<file path="config.mk">
export PLATFORM = sky130hd
export DESIGN_NAME = mod113_serial_reducer_flat
export DESIGN_NICKNAME = d
export VERILOG_FILES = /design/src/rtl/mod113_serial_reducer_if.sv /design/src/rtl/mod113_serial_reducer.sv /design/src/flat_wrapper.sv
export SDC_FILE = /design/constraint.sdc
export NUM_CORES = 1
export LEC_CHECK = 0
export ABC_AREA = 1
export BUFFER_PORTS_ARGS = -buffer_cell sky130_fd_sc_hd__buf_2
export CAP_MARGIN = 20
export CORE_ASPECT_RATIO = 1.2
export CORE_MARGIN = 5
export CORE_UTILIZATION = 58
export CTS_BUF_LIST = sky130_fd_sc_hd__clkbuf_8 sky130_fd_sc_hd__clkbuf_16
export CTS_CLUSTER_SIZE = 16
export DETAILED_ROUTE_END_ITERATION = 10
export GPL_TIMING_DRIVEN = 0
export PLACE_DENSITY = 0.87
export SLEW_MARGIN = 20
export SYNTH_ARGS = -nofsm -noshare
export SYNTH_HDL_FRONTEND = slang
export SYNTH_SLANG_ARGS = --single-unit
export TNS_END_PERCENT = 5
</file>
<file path="constraint.sdc">
create_clock -name clk -period 6.4 [get_ports clk]
set_clock_uncertainty 0.2 [all_clocks]
set_input_delay 1.28 -clock clk [delete_from_list [all_inputs] [get_ports clk]]
set_output_delay 1.28 -clock clk [all_outputs]
set_load 0.05 [all_outputs]
</file>
<file path="src/rtl/mod113_serial_reducer_if.sv">
// Operand and residue valid/ready handshakes for mod113_serial_reducer.
// The master side drives operands and consumes residues; the reducer is the slave.
interface mod113_serial_reducer_if #(
  parameter int unsigned IN_W = 54
);
  logic            in_valid;
  logic            in_ready;
  logic [IN_W-1:0] in_data;
  logic            out_valid;
  logic            out_ready;
  logic [6:0]      out_res;
  logic            busy;

  modport master (
    output in_valid, in_data, out_ready,
    input  in_ready, out_valid, out_res, busy
  );

  modport slave (
    input  in_valid, in_data, out_ready,
    output in_ready, out_valid, out_res, busy
  );
endinterface

</file>
<file path="src/rtl/mod113_serial_reducer.sv">
// Serial mod-MOD reducer: Horner's rule over 6-bit chunks, MS chunk first, one chunk per clock.
// Define MOD113_SKIP_ZERO_CHUNKS_EN to start at the highest non-zero chunk.
module mod113_serial_reducer #(
  parameter int unsigned IN_W = 54,
  parameter int unsigned MOD  = 113
) (
  input logic                 clk,
  input logic                 rst,
  mod113_serial_reducer_if.slave bus
);
  localparam int unsigned NCHUNK = (IN_W + 5) / 6;
  localparam int unsigned OP_W   = NCHUNK * 6;
  localparam int unsigned IDX_W  = (NCHUNK > 1) ? $clog2(NCHUNK) : 1;

  localparam logic [1:0] ST_IDLE = 2'd0;
  localparam logic [1:0] ST_RUN  = 2'd1;
  localparam logic [1:0] ST_DONE = 2'd2;

  logic [1:0]       r_state;
  logic [OP_W-1:0]  r_op;
  logic [6:0]       r_acc;
  logic [IDX_W-1:0] r_idx;
  logic [6:0]       r_res;

  logic [OP_W-1:0]  w_op_ext;
  logic [5:0]       w_chunk;
  logic [12:0]      w_sum;
  logic [6:0]       w_acc_next;
  logic [IDX_W-1:0] w_start_idx;

  assign w_op_ext = OP_W'(bus.in_data);
  assign w_chunk  = r_op[6*r_idx +: 6];

  // 13 bits covers (MOD-1)*64+63 for any MOD up to 127, so the reduction is exact.
  assign w_sum      = {r_acc, 6'b0} + {7'b0, w_chunk};
  assign w_acc_next = 7'(w_sum % 13'(MOD));

`ifdef MOD113_SKIP_ZERO_CHUNKS_EN
  always_comb begin
    w_start_idx = '0;
    for (int i = 0; i < int'(NCHUNK); i++) begin
      if (w_op_ext[6*i +: 6] != 6'd0) w_start_idx = IDX_W'(i);
    end
  end
`else
  always_comb begin
    w_start_idx = IDX_W'(NCHUNK - 1);
  end
`endif

  always_ff @(posedge clk) begin
    if (rst) begin
      r_state <= ST_IDLE;
      r_op    <= '0;
      r_acc   <= '0;
      r_idx   <= '0;
      r_res   <= '0;
    end else begin
      case (r_state)
        ST_IDLE: begin
          if (bus.in_valid) begin
            r_op    <= w_op_ext;
            r_acc   <= '0;
            r_idx   <= w_start_idx;
            r_state <= ST_RUN;
          end
        end
        ST_RUN: begin
          r_acc <= w_acc_next;
          if (r_idx == '0) begin
            r_res   <= w_acc_next;
            r_state <= ST_DONE;
          end else begin
            r_idx <= r_idx - 1'b1;
          end
        end
        ST_DONE: begin
          if (bus.out_ready) r_state <= ST_IDLE;
        end
        default: r_state <= ST_IDLE;
      endcase
    end
  end

  assign bus.in_ready  = (r_state == ST_IDLE);
  assign bus.out_valid = (r_state == ST_DONE);
  assign bus.busy      = (r_state == ST_RUN) || (r_state == ST_DONE);
  assign bus.out_res   = r_res;
endmodule
</file>
<file path="src/flat_wrapper.sv">
// flat-port wrapper written by rule: the top's interface ports become plain ports
module mod113_serial_reducer_flat 
#(
  parameter int unsigned IN_W = 54,
  parameter int unsigned MOD  = 113
)
  (clk, rst, bus_in_valid, bus_in_data, bus_out_ready, bus_in_ready, bus_out_valid, bus_out_res, bus_busy);
  mod113_serial_reducer_if #(.IN_W(IN_W)) bus_i ();
  input logic clk;
  input logic rst;
  input wire logic [$bits(bus_i.in_valid)-1:0] bus_in_valid;
  input wire logic [$bits(bus_i.in_data)-1:0] bus_in_data;
  input wire logic [$bits(bus_i.out_ready)-1:0] bus_out_ready;
  output wire logic [$bits(bus_i.in_ready)-1:0] bus_in_ready;
  output wire logic [$bits(bus_i.out_valid)-1:0] bus_out_valid;
  output wire logic [$bits(bus_i.out_res)-1:0] bus_out_res;
  output wire logic [$bits(bus_i.busy)-1:0] bus_busy;
  assign bus_i.in_valid = bus_in_valid;
  assign bus_i.in_data = bus_in_data;
  assign bus_i.out_ready = bus_out_ready;
  assign bus_in_ready = bus_i.in_ready;
  assign bus_out_valid = bus_i.out_valid;
  assign bus_out_res = bus_i.out_res;
  assign bus_busy = bus_i.busy;
  mod113_serial_reducer #(.IN_W(IN_W), .MOD(MOD)) u_core (.clk(clk), .rst(rst), .bus(bus_i));
endmodule
</file>
==> results by group <==
Synth
  • Synth area leaders: dfxtp_1 (30%), nand2_1 (12%), nor2_1 (10%)
  • Cell taking the most area after synthesis: dfxtp_1
  • Synth top cells by count: nand2_1 (162), nor2_1 (137), o21ai_0 (83)
  • Number of synthesized register bits: 74
  • Asr flop ratio synth: 0%
  • Synthesized Nets: 833
  • EDFF count, synth: 0
  • Most common cell in the netlist: nand2_1
  • Syn_area_per_cell: 6.40 um^2
  • Top FF cell, synth: dfxtp_1
  • Ys Warns: 0
  • Synthesized netlist cell count: 767
  • Post-synth top area share: 30.2%
  • Cell area after synthesis: 4910 um^2
  • Synth cell types: 45
  • Sequential share of the synthesized area: 30.2%

Critical path
  • Crit. End Element: flip-flop
  • R2r setup slk: 1.05 ns
  • RR Startpoint: u_core.r_idx[2]
  • Critical Path End: u_core.bus.out_res[6]
  • Critical path's slowest cell: dfxtp_1
  • Arrival time worst endpoint: 5.40 ns
  • CP Class: flip-flop to flip-flop
  • CP max stage delay: 0.39 ns
  • Worst Path Required: 6.46 ns
  • Type of origin of the critical path: flip-flop
  • R2r worst-path depth: 42
  • Crit path from: u_core.r_idx[2]
  • Most used cell, CP: nand2_1
  • R2R Path End: u_core.bus.out_res[6]
  • Crit path max fanout: 8

Clock tree
  • Cts bufs inserted: 9
  • Clock sinks: 74
  • CTS tree: yes
  • Post-CTS sizing: 0
  • Clock Path Buffers: 2
  • Htree depth: 3
  • Clk_lat worst skew: 0.36 ns
  • Post-CTS setup repair buffer count: 0
  • Clk pin slew, worst setup/hold paths: 0.08 ns
  • Hold buffers post-CTS: 0
  • Clock root buffer: clkbuf_8

Hold path
  • Hold Crit Class: flip-flop to flip-flop
  • Hold Path Origin: u_core.r_op[29]

STA
  • Final setup violation count: 0
  • Final Critical Period: 5.35 ns
  • Relative slew margins: 52.1%
  • Max-slew violation count: 0
  • Hold Fails Final Rpt: 0
  • Fmax: 187 MHz
  • Period utilization: 83.6%
  • Setup_tns: 0 ns
  • RSZ-0062 raised after global routing: no
  • Worst slew pin tran: 0.714 ns

Floorplan
  • Initial Util: 59.9%
  • Core area: 8200 um^2
  • IO Pins: 68
  • Die H: 111 um
  • Full die area: 10400 um^2
  • Placement row count: 36
  • Die W: 94.0 um

Cells and area
  • Final nets: 910
  • Final cell count without fillers: 963
  • N_diodes: 0
  • Layout cells sized above 1: 18.8%
  • Area growth syn-to-layout: 13.6%

Global route
  • Vias in the first global route: 4900
  • First-pass GRT wire length: 20.9 mm
  • Gr usage total: 24.0%
  • Grt ovf: 0
  • Largest net degree at the start of global routing: 14
  • Initial antenna violation count: 0

Drt
  • Vias: 5125
  • DRT antenna net count: 0
  • DRC: 0
  • DR pass1 iterations: 5
  • Wire per inst: 12.7 um
  • DR iter-0 viols: 281
  • Vias per cell: 5.32
  • Total wire length: 12.3 mm

Placed design
  • Routability Congestion: 0.947
  • PortBufs: 66
  • Dpl cells: 947
  • DP HPWL: 9.80 mm

Run
  • Max_cap viols: 0

Run status
  • Status: finished, final reports clean
registers in the layout, indices dropped and copies added (netlist names):
register / count
u_core.r_state: 2
u_core.bus.out_res: 7
u_core.r_idx: 4
u_core.r_op: 54
u_core.r_acc: 7
cell type report:
| class | instances | area (um^2) |
|---|---|---|
| sequential | 74 | 1480 |
| tap | 114 | 143 |
| clock buffer | 9 | 124 |
| timing repair buffer | 66 | 330 |
| multi-input combinational | 588 | 3020 |
| inverter | 80 | 304 |
| fill | 758 | 2620 |
| clock inverter | 7 | 70.1 |
| buffer | 25 | 101 |
cells in the final DEF, fill, tap and decap left out, types with 6 or more instances in the layout:
cell / synthesis / layout
a21oi_1: 18 / 18
buf_2: 0 / 66
clkbuf_1: 22 / 22
clkbuf_8: 0 / 9
dfxtp_1: 74 / 74
ha_1: 8 / 8
inv_1: 64 / 65
inv_2: 13 / 13
nand2_1: 162 / 162
nand2_2: 23 / 23
nand2_4: 11 / 11
nand3_1: 62 / 62
nand3_2: 6 / 6
nand4_1: 6 / 6
nor2_1: 137 / 137
nor2_2: 7 / 7
o21ai_0: 83 / 83
xor2_1: 10 / 10
layer usage:
layer / vias up / global-route usage, % / wire, um
li1: 2630 / - / -
met1: 2327 / 27.1 / 4930
met2: 138 / 43.1 / 6420
met3: 30 / 3.87 / 575
met4: 0 / 11.4 / 344
met5: - / 0 / 0
metrics by stage:
| step | setup slack [ns] | hold WS (ns) | instance area, um^2 | util [%] |
|---|---|---|---|---|
| global placement | 1.36 | 0.247 | 5380 | 65.6 |
| detailed placement | 1.13 | 0.253 | 5380 | 65.6 |
| global route | 0.461 | 0.280 | 5570 | 68.0 |
| CTS | 1.10 | 0.264 | 5570 | 68.0 |
| finish | 1.05 | 0.264 | 5570 | 68.0 |
| floorplan | 1.91 | 0.229 | 4910 | - |
critical path, delay by kind of cell, from the launching register on:
family	cells	cell delay (ns)
compound gates	2	0.39
fa+ha+maj	1	0.18
buf+inv	4	0.28
flops	1	0.39
simple gates	35	3.84
worst min-delay path by stage:
stage / end / slack [ns] / cells past startpoint
after floorplan: u_core.r_op[29] / 0.23 / 2
after global placement: u_core.r_op[35] / 0.25 / 2
after detailed placement: u_core.r_op[29] / 0.25 / 2
after CTS: u_core.r_op[29] / 0.26 / 2
after global routing: u_core.r_op[29] / 0.28 / 2
final: u_core.r_op[29] / 0.26 / 2
kinds of logic (layout without fill, tap and decap cells):
| logic type | after synthesis | in the layout | synth area share (%) |
|---|---|---|---|
| buffers and inverters | 105 | 187 | 8.26 |
| flip-flops | 74 | 74 | 30.2 |
| XOR/XNOR | 13 | 13 | 2.32 |
| adder cells (fa/ha/maj) | 8 | 8 | 2.04 |
| AND/OR/NAND/NOR | 429 | 429 | 40.9 |
| AO/OA/AOI/OAI | 138 | 138 | 16.2 |
Power is left out: the tool's default activity adds up to more than one toggle a clock period on the data nets, which glitch-free logic cannot reach.
